<file path="config.mk">
export PLATFORM = sky130hd
export DESIGN_NAME = execute_stage
export DESIGN_NICKNAME = d
export VERILOG_FILES = /design/src/rtl/exec_pkg.sv /design/src/rtl/buffer.sv /design/src/rtl/iterative_muldiv.sv /design/src/rtl/execute_stage.sv
export SDC_FILE = /design/constraint.sdc
export NUM_CORES = 1
export LEC_CHECK = 0
export CAP_MARGIN = 40
export CORE_MARGIN = 2
export CORE_UTILIZATION = 53
export DETAILED_ROUTE_END_ITERATION = 6
export PLACE_DENSITY = 0.89
export SETUP_SLACK_MARGIN = 0.05
export SYNTH_ARGS = -nofsm -noshare
export SYNTH_HDL_FRONTEND = slang
export SYNTH_SLANG_ARGS = --single-unit
</file>
<file path="constraint.sdc">
create_clock -name clk -period 5.9 [get_ports clk]
set_clock_uncertainty 0.2 [all_clocks]
set_input_delay 1.18 -clock clk [delete_from_list [all_inputs] [get_ports clk]]
set_output_delay 1.18 -clock clk [all_outputs]
set_load 0.1 [all_outputs]
</file>
<file path="src/rtl/exec_pkg.sv">
// Purpose: shared types, widths and pipeline-buffer field layout for execute/memory stages.
// Latency: none (definitions only).
// Backpressure: none (definitions only).
package exec_pkg;

  localparam int DATA_W        = 24;
  localparam int MULDIV_CYCLES = DATA_W;
  localparam int BUF_W         = 86;

  typedef enum logic [1:0] {
    OPT_ALU  = 2'b00,
    OPT_MEM  = 2'b01,
    OPT_MOV  = 2'b10,
    OPT_MOV2 = 2'b11
  } optype_e;

  typedef enum logic [3:0] {
    OPC_ADD = 4'd0,
    OPC_SUB = 4'd1,
    OPC_AND = 4'd2,
    OPC_OR  = 4'd3,
    OPC_XOR = 4'd4,
    OPC_SLL = 4'd5,
    OPC_SRL = 4'd6,
    OPC_MUL = 4'd7,
    OPC_DIV = 4'd8,
    OPC_MOD = 4'd9
  } opcode_e;

  // Pipeline buffer layout, read field-by-field by the memory stage
  localparam int F_ADDR1_LSB  = 0;
  localparam int F_ADDR2_LSB  = 24;
  localparam int F_WDATA_LSB  = 48;
  localparam int F_RC_LSB     = 72;
  localparam int F_REGWRITE   = 76;
  localparam int F_MEMTOREG   = 77;
  localparam int F_MEMWRITE   = 78;
  localparam int F_OPCODE_LSB = 79;
  localparam int F_OPTYPE_LSB = 83;
  localparam int F_MODESEL    = 85;

  // True for ops that go through the iterative multiply/divide unit
  function automatic logic is_muldiv(input logic [1:0] op_type, input logic [3:0] op_code);
    return (op_type == OPT_ALU) &&
           ((op_code == OPC_MUL) || (op_code == OPC_DIV) || (op_code == OPC_MOD));
  endfunction

endpackage

</file>
<file path="src/rtl/buffer.sv">
// Purpose: generic enable-gated pipeline register of Buffer_size bits.
// Latency: 1 cycle when en=1.
// Backpressure: none; en=0 holds the current contents.
module buffer #(
  parameter int Buffer_size = 86
) (
  input  logic                   clk,
  input  logic                   rst,
  input  logic                   en,
  input  logic [Buffer_size-1:0] i_d,
  output logic [Buffer_size-1:0] o_q
);

  logic [Buffer_size-1:0] r_q;

  // Capture the next stage word on every enabled edge
  always_ff @(posedge clk or posedge rst) begin
    if (rst) begin
      r_q <= '0;
    end else if (en) begin
      r_q <= i_d;
    end
  end

  assign o_q = r_q;

endmodule

</file>
<file path="src/rtl/iterative_muldiv.sv">
// Purpose: 24-bit unsigned iterative multiply (low half) / divide / modulo, one bit per cycle.
// Latency: 1 latch cycle + MULDIV_CYCLES busy cycles, result valid in DONE.
// Backpressure: en=0 freezes state, counter and working registers.
module iterative_muldiv
  import exec_pkg::*;
(
  input  logic              clk,
  input  logic              rst,
  input  logic              en,
  input  logic              start,
  input  logic [3:0]        op,
  input  logic [DATA_W-1:0] a,
  input  logic [DATA_W-1:0] b,
  output logic              busy,
  output logic              done,
  output logic [DATA_W-1:0] result
);

  localparam logic [1:0] S_IDLE = 2'd0;
  localparam logic [1:0] S_BUSY = 2'd1;
  localparam logic [1:0] S_DONE = 2'd2;
  localparam logic [4:0] CNT_LAST = 5'(MULDIV_CYCLES - 1);

  logic [1:0]        r_state;
  logic [4:0]        r_cnt;
  logic              r_is_mul;
  logic              r_want_quot;
  // acc: product accumulator (MUL) or partial remainder (DIV/MOD)
  // x:   multiplier shifting right (MUL) or dividend->quotient shifting left (DIV/MOD)
  // y:   multiplicand shifting left (MUL) or fixed divisor (DIV/MOD)
  logic [DATA_W-1:0] r_acc;
  logic [DATA_W-1:0] r_x;
  logic [DATA_W-1:0] r_y;

  logic [DATA_W:0]   w_rem_sh;
  logic              w_ge;
  logic [DATA_W-1:0] w_acc_nxt;
  logic [DATA_W-1:0] w_x_nxt;
  logic [DATA_W-1:0] w_y_nxt;

  // One shift-add or restoring-divide step; a zero divisor naturally yields
  // an all-ones quotient and the dividend as remainder
  always_comb begin
    w_rem_sh = {r_acc, r_x[DATA_W-1]};
    w_ge     = (w_rem_sh >= {1'b0, r_y});
    if (r_is_mul) begin
      w_acc_nxt = r_acc + (r_x[0] ? r_y : '0);
      w_x_nxt   = r_x >> 1;
      w_y_nxt   = r_y << 1;
    end else begin
      w_acc_nxt = w_ge ? (w_rem_sh[DATA_W-1:0] - r_y) : w_rem_sh[DATA_W-1:0];
      w_x_nxt   = {r_x[DATA_W-2:0], w_ge};
      w_y_nxt   = r_y;
    end
  end

  // IDLE -> BUSY on start, MULDIV_CYCLES steps, then a single DONE cycle
  always_ff @(posedge clk or posedge rst) begin
    if (rst) begin
      r_state     <= S_IDLE;
      r_cnt       <= '0;
      r_is_mul    <= 1'b0;
      r_want_quot <= 1'b0;
      r_acc       <= '0;
      r_x         <= '0;
      r_y         <= '0;
    end else if (en) begin
      case (r_state)
        S_IDLE: begin
          if (start) begin
            r_state     <= S_BUSY;
            r_cnt       <= '0;
            r_acc       <= '0;
            r_is_mul    <= (op == OPC_MUL);
            r_want_quot <= (op == OPC_DIV);
            r_x         <= (op == OPC_MUL) ? b : a;
            r_y         <= (op == OPC_MUL) ? a : b;
          end
        end
        S_BUSY: begin
          r_acc <= w_acc_nxt;
          r_x   <= w_x_nxt;
          r_y   <= w_y_nxt;
          r_cnt <= r_cnt + 5'd1;
          if (r_cnt == CNT_LAST) begin
            r_state <= S_DONE;
          end
        end
        default: begin
          r_state <= S_IDLE;
        end
      endcase
    end
  end

  assign busy   = (r_state == S_BUSY);
  assign done   = (r_state == S_DONE);
  assign result = r_want_quot ? r_x : r_acc;

endmodule

</file>
<file path="src/rtl/execute_stage.sv">
// Purpose: execute stage - ALU, address generation, iterative mul/div, registered into the memory-stage buffer.
// Latency: 1 cycle for single-cycle ops; 26 edges for MUL/DIV/MOD.
// Backpressure: stall holds upstream during mul/div and loads bubbles; en=0 freezes everything.
module execute_stage
  import exec_pkg::*;
(
  input  logic              clk,
  input  logic              rst,
  input  logic              en,
  input  logic              modeSel,
  input  logic [1:0]        opType,
  input  logic [3:0]        opCode,
  input  logic              memWrite,
  input  logic              memToReg,
  input  logic              regWrite,
  input  logic [3:0]        Rc,
  input  logic [DATA_W-1:0] srcA,
  input  logic [DATA_W-1:0] srcB,
  input  logic [DATA_W-1:0] storeData,
  output logic              stall,
  output logic [BUF_W-1:0]  bufferOut
);

  logic              w_start;
  logic              w_busy;
  logic              w_done;
  logic              w_stall;
  logic [DATA_W-1:0] w_md_result;
  logic [4:0]        w_shamt;
  logic [DATA_W-1:0] w_alu;
  logic [DATA_W-1:0] w_result;
  logic [BUF_W-1:0]  w_buf_d;

  assign w_start = is_muldiv(opType, opCode);
  // Stall while busy, and combinationally as soon as a new mul/div is presented in IDLE
  assign w_stall = !rst && (w_busy || (!w_busy && !w_done && w_start));
  assign stall   = w_stall;

  iterative_muldiv u_muldiv (
    .clk    (clk),
    .rst    (rst),
    .en     (en),
    .start  (w_start),
    .op     (opCode),
    .a      (srcA),
    .b      (srcB),
    .busy   (w_busy),
    .done   (w_done),
    .result (w_md_result)
  );

  // Single-cycle ALU; mul/div codes take the iterative unit's result
  always_comb begin
    w_shamt = srcB[4:0];
    w_alu   = '0;
    case (opCode)
      OPC_ADD: w_alu = srcA + srcB;
      OPC_SUB: w_alu = srcA - srcB;
      OPC_AND: w_alu = srcA & srcB;
      OPC_OR:  w_alu = srcA | srcB;
      OPC_XOR: w_alu = srcA ^ srcB;
      OPC_SLL: w_alu = (w_shamt >= 5'd24) ? '0 : (srcA << w_shamt);
      OPC_SRL: w_alu = (w_shamt >= 5'd24) ? '0 : (srcA >> w_shamt);
      OPC_MUL, OPC_DIV, OPC_MOD: w_alu = w_md_result;
      default: w_alu = '0;
    endcase
  end

  // Result select by op class: ALU, memory address, or move
  always_comb begin
    w_result = srcB;
    case (opType)
      OPT_ALU: w_result = w_alu;
      OPT_MEM: w_result = srcA + srcB;
      default: w_result = srcB;
    endcase
  end

  // Pack the buffer word; a stall cycle inserts an all-zero bubble
  always_comb begin
    w_buf_d = '0;
    if (!w_stall) begin
      w_buf_d[F_MODESEL]              = modeSel;
      w_buf_d[F_OPTYPE_LSB +: 2]      = opType;
      w_buf_d[F_OPCODE_LSB +: 4]      = opCode;
      w_buf_d[F_MEMWRITE]             = memWrite;
      w_buf_d[F_MEMTOREG]             = memToReg;
      w_buf_d[F_REGWRITE]             = regWrite;
      w_buf_d[F_RC_LSB +: 4]          = Rc;
      w_buf_d[F_WDATA_LSB +: DATA_W]  = storeData;
      w_buf_d[F_ADDR2_LSB +: DATA_W]  = srcB;
      w_buf_d[F_ADDR1_LSB +: DATA_W]  = w_result;
    end
  end

  buffer #(
    .Buffer_size (BUF_W)
  ) u_buffer (
    .clk (clk),
    .rst (rst),
    .en  (en),
    .i_d (w_buf_d),
    .o_q (bufferOut)
  );

endmodule

</file>
# After elaboration in Yosys (flattened, before gate mapping)
# Index checks and enable logic that the tools add are counted.
[word_totals] ff_bits=167 latchBits=0 ram_bits=0 mem_bits_ro=0 wordCells=79 memories=0
[op_classes] n_addsub=5 mul=0 div_mod_pow=0 n_lt_le_gt_ge=2 eq_ne=16 shifts=2 muxes=24 bitwise=3 n_reduce_logical=19
[ops] operator="$mux 24" count=13
[ops] operator="$pmux 24 s2" count=4
[ops] operator="$pmux 24 s8" count=1
[ops] operator="$mux 86" count=1
[ops] operator="$add 24x24->24" count=2
[ops] operator="$sub 24x24->24" count=2
[ops] operator="$ge 25x24->1" count=1
[ops] operator="$and 24x24->24" count=1
[ops] operator="$or 24x24->24" count=1
[ops] operator="$shl 24x5->24" count=1
[ops] operator="$shr 24x5->24" count=1
[ops] operator="$xor 24x24->24" count=1
[ops] operator="$eq 4x3->1 const B" count=4
[ops] operator="$pmux 5 s2" count=1
[ops] operator="$reduce_and 3->1" count=3
[ops] operator="$eq 4x2->1 const B" count=2
[ops] operator="$eq 4x4->1 const B" count=2
[ops] operator="$add 5x1->5 const B" count=1
[ops] operator="$eq 5x5->1 const B" count=1
[ops] operator="$ge 5x5->1 const B" count=1
[ops] operator="$mux 5" count=1
[ops] operator="$eq 2x1->1 const B" count=2
[ops] operator="$eq 4x1->1 const B" count=1
[ops] operator="$logic_and 1x1->1" count=4
[ops] operator="12 further kinds" count=19

# Logic depth before layout (Yosys ltp)
# Gate-level depths: netlist (run 1).
[logic_depth] depth_word=8 depth_mapped=14 mapped_depth_nobuf=13

# By module
# A second synthesis (run 1) with hierarchy kept.
[unflattened] hier_cells=2195 area_unflattened_um2=17735.8
[modules_own_cells] module="iterative_muldiv" n_inst=1 cells_per_inst=973 area_per_inst_um2=7462.2 seq_area_each_um2=2026.9
[modules_own_cells] module="execute_stage" n_inst=1 cells_per_inst=1039 area_per_inst_um2=6872.8 seq_area_each_um2=0.0
[modules_own_cells] module="buffer" n_inst=1 cells_per_inst=183 area_per_inst_um2=3400.8 seq_area_each_um2=2152.1

# Least setup slack after synthesis (run 1)
# Ideal clock, no wire load.
[synth_path] path_kind="in2out" from="input port opCode[3]" to="output port stall" arrival_time_ps=3169 path_slack_ps=1351 path_stages=6 path_cell_list="nand4b_1 > a21boi_2 > nor3_1 > nor2_1 > nor2_1 > clkbuf_1"
[synth_between] elab_chain_len=7 elab_cells_between_ends=9 cone_classes="eq/ne: 3; reduce/logical: 6"
[synth_lines] item="start: declaration" line="execute_stage.sv:12" text="input logic [3:0] opCode,"
[synth_lines] item="$eq 4x3->1 or $eq 4x4->1 (tied branches)" line="exec_pkg.sv:45" text="((op_code == OPC_MUL) || (op_code == OPC_DIV) || (op_code == OPC_MOD));"
[synth_lines] item="$logic_or 1x1->1" line="exec_pkg.sv:45"
[synth_lines] item="$logic_or 1x1->1 (*)" line="exec_pkg.sv:45"
[synth_lines] item="$logic_and 1x1->1 (*)" line="exec_pkg.sv:44" text="return (op_type == OPT_ALU) &&"
[synth_lines] item="$logic_and 1x1->1 (*)" line="execute_stage.sv:36" text="assign w_stall = !rst && (w_busy || (!w_busy && !w_done && w_start));"
[synth_lines] item="$logic_or 1x1->1 (*)" line="execute_stage.sv:36"
[synth_lines] item="$logic_and 1x1->1 (*)" line="execute_stage.sv:36"
[synth_lines] item="end: declaration" line="execute_stage.sv:20" text="output logic stall,"
# Every way passes the cells marked *; elsewhere a longest branch is shown, timed or not.

# Worst setup path after layout (run 1)
[layout_path] from="input port srcA[9]" to="register u_buffer.r_q[20] (netlist: u_buffer.o_q[20])"
[layout_between] elab_chain_len=5 elab_cells_between_ends=9 cone_classes="add/sub: 2; shift: 2; mux: 5"
[layout_lines] item="start: declaration" line="execute_stage.sv:17" text="input logic [DATA_W-1:0] srcA,"
[layout_lines] item="parallel branches: the longest is 3 deep, another holds $sub 24x24->24"
[layout_lines] item="$pmux 24 s2 (*)" line="execute_stage.sv:72" text="case (opType)"
[layout_lines] item="$mux 86 (*)" line="execute_stage.sv:82" text="if (!w_stall) begin"
[layout_lines] item="end signal: assignment" line="buffer.sv:21" text="r_q <= i_d;"
[layout_lines] item="end: declaration" line="buffer.sv:14" text="logic [Buffer_size-1:0] r_q;"
# Mark *: on every way between the ends.
# A chain may end at the register's enable or synchronous reset.

==> metrics.log, run 1 <==
INFO  metric run_status = complete, but fails checks
INFO  metric failed_checks = DRC
INFO  metric final_antenna_net_count = 0
INFO  metric layout_min_cycle_time = 4.90 ns
INFO  metric antenna_violations_before_repair = 1
INFO  metric final.period_utilization = 83.0%
INFO  metric detail_route.iter0.violations = 2737
INFO  metric cts_buffers = 17
INFO  metric fin_setup_tns = 0 ns
INFO  metric clock_tree.htree_level_count = 4
INFO  metric synth_seq_cells = 167
INFO  metric worst_hold_path_stage_count = 1
INFO  metric final_cell_area = 21200 sq um
INFO  metric timing.max_cap.violations = 0
INFO  metric clock-root-buffer = clkbuf_16
INFO  metric routedWlPerCell = 26.7 um
INFO  metric gr-usage-all-layers = between 40% and 50%
INFO  metric area_delta_synth_final = 26.0%
INFO  metric synth.cell_area = 16800 sq um
INFO  metric num_io_pins = around 180
INFO  metric grt_overflow_total = 0
INFO  metric postPlaceCellArea = 20600 sq um
INFO  metric synth_seq_area_share = between 20% and 30%
INFO  metric max_freq = 204 MHz
INFO  metric post_synth_main_area_contributors = dfrtp_1 25%, ha_1 9.1%, nand2_1 5.7%
INFO  metric cts_tree = built
INFO  metric num-fill-cells = 2396
INFO  metric post_drt_via_cell_ratio = around 6.9
INFO  metric worst_pin_slew = 0.998 ns
INFO  metric ys_async_sr_fraction = 100%
INFO  metric firstDrtPassIters = 7
INFO  metric drcViolationCount = 1
INFO  metric vias_after_detailed_routing = between 15000 and 20000
INFO  metric min_path_type = reg2reg
INFO  metric nets = 2530
INFO  metric synth.top_cells.by_count = 254 x nand2_1, 214 x nor2_1, 167 x dfrtp_1
INFO  metric post_route_cells_drive_above_1_share = between 10% and 20%
INFO  metric clk_latency = 0.46 ns
INFO  metric synth_top_area_share = 24.9%
INFO  metric yosysUniqueCellTypes = 83
INFO  metric die-height = 182 um
INFO  metric clkSinkCount = 167
INFO  metric finalSetupViolCount = 0
INFO  metric cp_data_arrival_time = 5.05 ns
INFO  metric worstSetupStartpointType = input port
INFO  metric die_w = roughly 180 um
INFO  metric synth_edf_count = 0
INFO  metric holdBufCountCts = 0
INFO  metric post_cts_resize_count = 0
INFO  metric worst_setup_path_end_kind = register
INFO  metric grt_setup_unrepaired = no
INFO  metric number_of_global_route_vias_before_repair = around 18000
INFO  metric reg2reg_depth = 12
INFO  metric post_synth_inst_count = 2130
INFO  metric ys.warnings.count = 0
INFO  metric initial_utilization = ~53%
INFO  metric clockBufferDepth = 2
INFO  metric clock_slew_at_reported_path_ffs = around 0.080 ns
INFO  metric slew_violations = 0
INFO  metric net_count_synth = 2345
INFO  metric grt_max_degree = 99
INFO  metric critical_path_type = in2reg
INFO  metric yosys.cell_count.top_type = nand2_1
INFO  metric die-area = roughly 33000 sq um
INFO  metric crit_path_max_incr_delay = 0.81 ns
INFO  metric final_routed_wirelength = around 73000 um
INFO  metric finalWeightedCongestion = 1.09
INFO  metric postSynthAreaPerCell = around 7.9 sq um
INFO  metric slowest_cell_on_the_critical_path = clkdlybuf4s50_1
INFO  metric number_of_rows_in_the_core_area = 65
INFO  metric netlist.top_cell.by_area = dfrtp_1
INFO  metric fp.coreArea = 31400 sq um
INFO  metric worstPathRequired = 6.05 ns
INFO  metric top_ff_cell_synth = dfrtp_1
INFO  metric port_buffers = ~180
INFO  metric dp.final_hpwl = 53000 um
INFO  metric vdd_ir_drop_max = ~0.29 mV
INFO  metric slew-limit-headroom = about a third
INFO  metric critical_path_cell_by_cell = clkdlybuf4s50_1 -> inv_1 -> ha_1 -> nand3_1 -> or3_1 -> a21oi_1 -> o211ai_1 -> a211oi_1 -> o31ai_1 -> xnor2_1 -> nand2_1 -> a31oi_1
INFO  metric hold_violations = 0
INFO  metric pwr_density = 390 nW/um^2
INFO  metric crit_path_max_fanout = 12
INFO  metric cts.repair_timing.setup_buffer_count = 0
INFO  metric leakagePower = 9.09 nW
INFO  metric wire_length_of_the_first_global_routing_pass = approximately 110000 um
-- kinds of logic (layout without fill, tap and decap cells) --
| kind of cell | count (synthesis) | count (layout) | share of synthesized area (%) |
|---|---|---|---|
| buffers and inverters | 264 | 462 | 6.10 |
| AND/OR/NAND/NOR | 659 | 659 | 17.5 |
| flip-flops | 167 | 167 | 24.9 |
| multiplexers | 130 | 130 | 10.4 |
| adder cells (fa/ha/maj) | 126 | 126 | 9.57 |
| AO/OA/AOI/OAI | 717 | 717 | 28.0 |
| other | 0 | 1 | 0 |
| XOR/XNOR | 67 | 67 | 3.50 |
-- per-layer routing --
layer / up-vias / wire length [um] / global-route usage, %
met5: - / 0 / 0
met4: 0 / 4760 / 24.6
met3: 319 / 9080 / 11.0
met2: 1488 / 32200 / 67.4
met1: 9018 / 27000 / 56.1
li1: 8141 / - / -
-- flip-flops by register name, summed over array words and instances, names as in the netlist --
| name | count |
|---|---|
| u_buffer.o_q | 86 |
| u_muldiv.r_want_quot | 1 |
| u_muldiv.r_acc | 24 |
| u_muldiv.r_x | 24 |
| u_muldiv.r_is_mul | 1 |
| u_muldiv.r_state | 2 |
| u_muldiv.r_cnt | 5 |
| u_muldiv.r_y | 24 |
-- power breakdown --
| group | switching [mW] | internal [mW] |
|---|---|---|
| Sequential | 0.422 | 1.47 |
| Combinational | 3.18 | 1.98 |
| Clock | 0.549 | 0.653 |
-- layout make-up --
type	instances	area [sq um]	share of cell area [%]
inverters	109	413	1.95
multi-input cells	1699	11600	55.0
clock inverters	12	143	0.674
flip-flops and latches	167	4180	19.8
repair buffers	321	3830	18.1
diodes	1	2.50	0.0118
well taps	402	503	2.38
clock buffers	20	457	2.16
-- cells in the final DEF, fill, tap and decap left out, drive strengths merged, types with 44 or more instances in the layout --
master / instances
a21oi: 161
buf: 150
mux2i: 89
o2bb2ai: 70
nor2: 214
dfrtp: 167
nand2: 254
xnor2: 44
inv: 109
ha: 122
clkdlybuf4s50: 171
o21ai: 211
-- through the flow --
step,total power [mW],utilization (%),hold WS [ns],std cells,setup WS [ns]
global route,8.64,67.4,0.312,2730,0.865
CTS,8.10,67.4,0.297,2730,1.13
detailed placement,6.87,65.5,0.275,2698,0.673
finish,8.25,67.4,0.297,2731,1.00
floorplan,5.20,-,0.272,2130,1.35
global placement,6.24,60.3,0.268,2611,0.825
-- path summary, 6_finish.rpt --
kind	from	slack, ns	endpoint
max	srcA[9]	1.00	u_buffer.o_q[20]
min	u_buffer.o_q[25]	0.30	u_buffer.o_q[25]
max reg2reg	u_muldiv.r_x[0]	1.74	u_muldiv.r_acc[20]
min reg2reg	u_buffer.o_q[25]	0.30	u_buffer.o_q[25]
max in group asynchronous	rst	3.15	u_muldiv.r_acc[18]
min in group asynchronous	rst	1.14	u_buffer.o_q[67]
-- critical path, delay by kind of cell --
family | cells | cell delay [ns]
AOI/OAI and AO/OA | 5 | 1.53
buffers and inverters | 2 | 0.96
and+or+nand+nor | 3 | 0.68
adders and majority gates | 1 | 0.48
xor gates and xnor gates | 1 | 0.20
No activity file was read; power rests on OpenSTA's default activity.
==> run 2, diff against run 1 <==
clock period = 4.3 ns   (was 5.9 ns; I/O delays follow)
==> run 2 against run 1 <==
  * The run now ends clean
  * Hold slack got worse by 0.0084 ns
  * Sequential power up 38%
  * Die area stayed put
  * Sequential share of layout area fell by 0.82 points
  * Combinational power rose by 42%
  * Clock-buffer cell count is 2 lower
  * Register-to-register slack worse by 1.5 ns
  * Core utilization is 2.9 points higher
  * Clock power grew 37%
  * First-iteration DRC count rose by 14%
  * Final area is 4.3% higher
  * Critical path type unchanged
  * Largest cell class unchanged
  * Largest power group unchanged
  * Highest routed layer is now met5
==> metrics.log, run 2 (synthesis gave the netlist of run 1 again) <==
INFO  metric run_status = finished, final reports clean
INFO  metric holdBufCountCts = 0 (unchanged)
INFO  metric die-area = 33100 sq um (unchanged)
INFO  metric max_freq = about 240 MHz
INFO  metric critical_path_type = in2reg
INFO  metric finalWeightedCongestion = 1.07 (-1.6%)
INFO  metric dp.final_hpwl = 58000 um (+9.6%)
INFO  metric post_drt_via_cell_ratio = 6.94 (about the same)
INFO  metric postPlaceCellArea = 21500 sq um (+4.5%)
INFO  metric nets = 2642 (+4.4%)
INFO  metric placed_cells_incl_taps = 2810 (+4.2%)
INFO  metric gr-usage-all-layers = 46.6% (+2.9 points)
INFO  metric number_of_rows_in_the_core_area = 65 (unchanged)
INFO  metric timing.max_cap.violations = 0 (unchanged)
INFO  metric slew_violations = 0 (unchanged)
INFO  metric grt_overflow_total = 0 (unchanged)
INFO  metric initial_utilization = 53.5% (unchanged)
INFO  metric post_route_cells_drive_above_1_share = 14.8% (+4.2 points)
INFO  metric n_antenna_cell = 0 (-1)
INFO  metric hold_violations = 0 (unchanged)
INFO  metric cts_tree = built
INFO  metric clockBufferDepth = 2 (unchanged)
INFO  metric clock_tree.htree_level_count = 4 (unchanged)
INFO  metric final_cell_mix = 254 x nand2_1, 212 x nor2_1, 171 x clkdlybuf4s50_1
INFO  metric final_antenna_net_count = 0 (unchanged)
INFO  metric firstDrtPassIters = 7 (unchanged)
INFO  metric crit_path_max_fanout = 4 (-8)
INFO  metric drcViolationCount = 0 (-1)
INFO  metric die-height = 182 um (unchanged)
INFO  metric detail_route.iter0.violations = 3111 (+14%)
INFO  metric critPathLaunch = srcA[0]
INFO  metric antenna_violations_before_repair = 1 (unchanged)
INFO  metric vdd_ir_drop_max = 0.381 mV (+33%)
INFO  metric grt_setup_unrepaired = no
INFO  metric leakagePower = 9.65 nW (+6.1%)
INFO  metric port_buffers = 175 (unchanged)
INFO  metric routedWlPerCell = 27.4 um (+2.3%)
INFO  metric finalSetupViolCount = 0 (unchanged)
INFO  metric clock_slew_at_reported_path_ffs = 0.08 ns (about the same)
INFO  metric worstSetupStartpointType = input port
INFO  metric cts_buffers = 17 (unchanged)
INFO  metric worst_pin_slew = 0.971 ns (-0.0270 ns)
INFO  metric worst_setup_path_end_kind = register
INFO  metric cp_data_arrival_time = 4.36 ns (-0.69 ns)
INFO  metric worstPathRequired = 4.49 ns (-1.56 ns)
INFO  metric layout_min_cycle_time = approximately 4.2 ns
INFO  metric finalNonFillerCells = 2842 (+4.1%)
INFO  metric area_delta_synth_final = 31.5%
INFO  metric num-fill-cells = 2334 (-2.6%)
INFO  metric fin_setup_tns = 0 ns (unchanged)
INFO  metric min_path_type = reg2reg
INFO  metric grt_max_degree = 88 (-11%)
INFO  metric largest_register_ffs = 86 (unchanged)
INFO  metric layout_commonest_cell = nand2_1
INFO  metric final_routed_wirelength = 77700 um (+6.4%)
INFO  metric vias_after_detailed_routing = 19700 (+4.0%)
INFO  metric die_w = 182 um (unchanged)
INFO  metric clkSinkCount = 167 (unchanged)
INFO  metric final.period_utilization = 97.1%
INFO  metric pwr_density = 525 nW/um^2 (+35%)
INFO  metric critical_path.reg2reg.startpoint = u_muldiv.r_x[0]
INFO  metric number_of_global_route_vias_before_repair = 19100 (+3.7%)
INFO  metric num_io_pins = 176 (unchanged)
INFO  metric fp.coreArea = 31400 sq um (unchanged)
INFO  metric clk_latency = 0.48 ns (+0.02 ns)
INFO  metric min-delay-start = u_buffer.o_q[34]
INFO  metric final_cell_area = 22100 sq um (+4.3%)
INFO  metric clock-root-buffer = clkbuf_16
INFO  metric wire_length_of_the_first_global_routing_pass = 117000 um (+5.5%)
INFO  metric slew-limit-headroom = 35.0% (+1.6 points)
## run 2: cell count changes in the layout (fill, tap and decap cells not counted), moves of 2 or more
cell        previous run  this run
buf_4                 59       161
buf_12                 2        11
clkinv_4               6         0
inv_8                  0         5
buf_8                 60        64
buf_16                26        23
clkinv_8               0         3
clkinvlp_4             2         5
bufinv_16              2         0
## run 2: through the flow
step | total power, mW | hold WS, ns | util (%) | setup slack, ns
after floorplan | 7.13 | 0.272 | - | 0.188
after global placement | 8.80 | 0.268 | 63.3 | -0.0223
after detailed placement | 9.65 | 0.273 | 68.4 | -0.110
after CTS | 11.3 | 0.293 | 70.3 | 0.0884
after global routing | 12.1 | 0.314 | 70.3 | 0.0617
final | 11.6 | 0.289 | 70.3 | 0.124
## run 2: area by class of cell
type,instances,area (sq um),share of cell area (%)
repair buffers,433,4750,21.5
clock buffers,18,439,1.99
clock inverters,14,153,0.692
inverters,109,413,1.87
multi-input cells,1699,11600,52.7
well taps,402,503,2.28
flip-flops and latches,167,4180,18.9
## run 2: metal layers
metal  track usage (%)  part of all wire (%)
met1              59.7                    38
met2              70.6                    43
met3              12.3                    12
met4              28.0                   7.3
met5                 0                 0.010
## run 2: worst max-delay path: stages
cell             delay [ns]
clkdlybuf4s50_1        0.48
inv_1                  0.07
ha_1                   0.23
fa_1                   0.41
o21bai_1               0.23
a221oi_1               0.14
nor2_1                 0.28
o41ai_2                0.10
buf_4                  0.16
a211o_1                0.31
o41ai_1                0.50
xnor2_1                0.23
nand2_1                0.11
a31oi_1                0.24
## run 2: worst paths after layout
| path | slack (ns) | cells past startpoint | endpoint |
|---|---|---|---|
| worst max-delay path | 0.12 | 14 | u_buffer.o_q[20] |
| worst min-delay path | 0.29 | 1 | u_buffer.o_q[34] |
| worst max register to register | 0.29 | 12 | u_muldiv.r_acc[23] |
| worst min register to register | 0.29 | 1 | u_buffer.o_q[34] |
| max in group asynchronous | 2.19 | 4 | u_muldiv.r_y[17] |
| min in group asynchronous | 0.80 | 2 | u_buffer.o_q[33] |
## run 2: where the power goes
group / total, mW / internal [mW] / leakage (nW) / switching [mW]
Clock: 1.64 / 0.792 / 0.277 / 0.851
Sequential: 2.60 / 2.01 / 2.11 / 0.586
Combinational: 7.34 / 2.83 / 7.26 / 4.51
## run 2: timing repair
action | 4_1_cts | 5_1_grt
resized for setup | 0 | 1
endpoints found under the setup margin | 0 | 1
setup buffers | 0 | 0
==> RTL edit: new RTL, flow settings as in run 2 <==
Remove the case item `OPC_SUB` of the case on `opCode`.
--- a/src/rtl/execute_stage.sv
+++ b/src/rtl/execute_stage.sv
@@ -55,7 +55,6 @@
     w_alu   = '0;
     case (opCode)
       OPC_ADD: w_alu = srcA + srcB;
-      OPC_SUB: w_alu = srcA - srcB;
       OPC_AND: w_alu = srcA & srcB;
       OPC_OR:  w_alu = srcA | srcB;
       OPC_XOR: w_alu = srcA ^ srcB;
Check against the original RTL: not equivalent (a bounded check fails within 4 cycles, from zero or initial values and one cycle with rst high).
==> RTL edit against run 2 <==
Synthesized cell count down 11%; setup slack better by 0.15 ns; cell area down 8.4%; cell count down 11%; global-route usage down 4.2 points; die area down 7.7%; largest cell class unchanged; sequential share of layout area up 1.7 points; synthesized area down 7.9%; sequential cell count unchanged; critical path depth down 8; wire length down 16%; via count down 12%; power down 1.2%.
==> RTL edit: results (changes against run 2) <==
[outcome]
outcome = complete, no violations  ; unchanged

[finish]
finalNetCount = 2337  ; was 2642
diodes = 0  ; unchanged
fillers = 2110  ; was 2334
drive_above_1_share_pct = 13.7  ; was 14.8%
largest_reg_flops = 86  ; unchanged

[yosys]
seq_area_frac_synth_pct = 27.0  ; was 24.9%
synth.area.top_cells = dfrtp_1 (27%), ha_1 (8.0%), o21ai_0 (6.9%)  ; was dfrtp_1 (25%), ha_1 (9.1%), nand2_1 (5.7%)
synth.distinct_cells = 78  ; was 83
syn_nets = 2095  ; was 2345
netlist.area_leader.share_pct = 27.0  ; was 24.9%
async_flop_share_pct = 100  ; unchanged
synthTopCellsByCount = nand2_1 (254), o21ai_0 (214), dfrtp_1 (167), nor2_1 (132), inv_1 (101)  ; was nand2_1 (254), nor2_1 (214), dfrtp_1 (167), a21oi_1 (161), o21ai_0 (142)
synth_ff_type = dfrtp_1  ; unchanged

[route]
drt_iter0_drc = 2718  ; was 3111
via_count = 17300  ; was 19700
totalWireLength_mm = 65.6  ; was 77.7 mm

[clock_network]
clock_latency_ns = 0.45  ; was 0.48 ns
post_cts_buffers = 0  ; unchanged
htree_levels = 4  ; unchanged
cts.path.max_buffers = 2  ; unchanged
numCtsBuffers = 17  ; unchanged
cts_root_buffer = clkbuf_16  ; unchanged

[global_routing]
grt_pass1_wl_mm = 100  ; was 117 mm
grt_use_total_pct = 42.4  ; was 46.6%
antenna_found_initial = 2  ; was 1
grt_pass1_vias = 17000  ; was 19100
grt_start_max_net_pins = 98  ; was 88

[worst_setup_path]
cpMaxStageDelayCell = clkdlybuf4s50_1  ; was o41ai_1
critPathMaxStageDelay_ns = 0.71  ; was 0.50 ns
cp_data_arrival_time_ns = 2.97  ; was 4.36 ns
critPathMaxFanout = 11  ; was 4
crit_family = buffers and inverters  ; was compound AO/OA/AOI/OAI gates

[power]
irDropWorstVdd_mv = 0.340  ; was 0.381 mV
leakage_nw = 8.71  ; was 9.65 nW

[placed_design]
dp_hpwl_mm = 50.4  ; was 58.0 mm
post-place-ws_ns = 0.0902  ; was -0.110 ns
place_congestion = 1.07  ; unchanged

[timing]
slew_headroom_pct = 41.7  ; was 35.0%

==> RTL edit: changes by cell type in the layout (fill, tap and decap cells not counted), moves of 25 or more <==
cell / change
o21ai_0: +71
a21oi_1: -64
nor2_1: -80
o211ai_1: +44
buf_4: -72
mux2i_1: -25
o21ai_1: -59
==> RTL edit: layer usage <==
| layer | global-route usage (%) | share of wire (%) |
|---|---|---|
| met3 | 9.31 | 11 |
| met1 | 54.3 | 38 |
| met5 | 0 | 0.037 |
| met2 | 66.6 | 45 |
| met4 | 23.8 | 6.7 |
==> RTL edit: logic make-up after synthesis <==
group / count (synthesis) / share of synthesized area (%)
adder cells (fa/ha/maj): 102 / 8.40
XOR/XNOR: 56 / 3.17
AO/OA/AOI/OAI: 672 / 28.7
multiplexers: 124 / 10.9
AND/OR/NAND/NOR: 547 / 15.7
buffers and inverters: 236 / 6.09
flip-flops: 167 / 27.0
==> RTL edit: power breakdown <==
group | internal, mW | leakage [nW] | switching [mW] | total, mW
logic | 2.81 | 6.32 | 4.37 | 7.18
clock network | 0.847 | 0.299 | 0.832 | 1.68
registers | 2.03 | 2.09 | 0.567 | 2.59
total | 5.69 | 8.71 | 5.76 | 11.5
==> RTL edit: layout make-up <==
class | instances | area (µm²) | share of cell area [%]
repair buffers | 356 | 4170 | 20.6
well taps | 384 | 480 | 2.38
flip-flops and latches | 167 | 4180 | 20.7
clock inverters | 15 | 196 | 0.971
clock buffers | 17 | 425 | 2.10
inverters | 103 | 390 | 1.93
multi-input cells | 1501 | 10400 | 51.3
==> RTL edit: worst paths after layout <==
check | to | from | cells after the start | slack [ns]
min reg2reg | u_buffer.o_q[39] | u_buffer.o_q[39] | 1 | 0.30
max in group asynchronous | u_muldiv.r_acc[12] | rst | 3 | 2.42
min | u_buffer.o_q[39] | u_buffer.o_q[39] | 1 | 0.30
max reg2reg | u_muldiv.r_acc[22] | u_muldiv.r_y[0] | 12 | 0.58
max | stall | opCode[2] | 6 | 0.27
min in group asynchronous | u_buffer.o_q[25] | rst | 2 | 0.66
==> RTL edit: stage by stage <==
stage	instances	instance area, µm²
floorplan	1904	15500
global placement	2423	17900
detailed placement	2510	19600
CTS	2542	20200
global route	2543	20200
finish	2543	20200
==> RTL edit: worst reg2reg max path, delay by kind of cell (launching register included) <==
kind / cells / cell delay (ns)
compound gates: 6 / 1.38
simple gates: 4 / 0.86
fa+ha+maj: 2 / 0.69
flops: 1 / 0.44
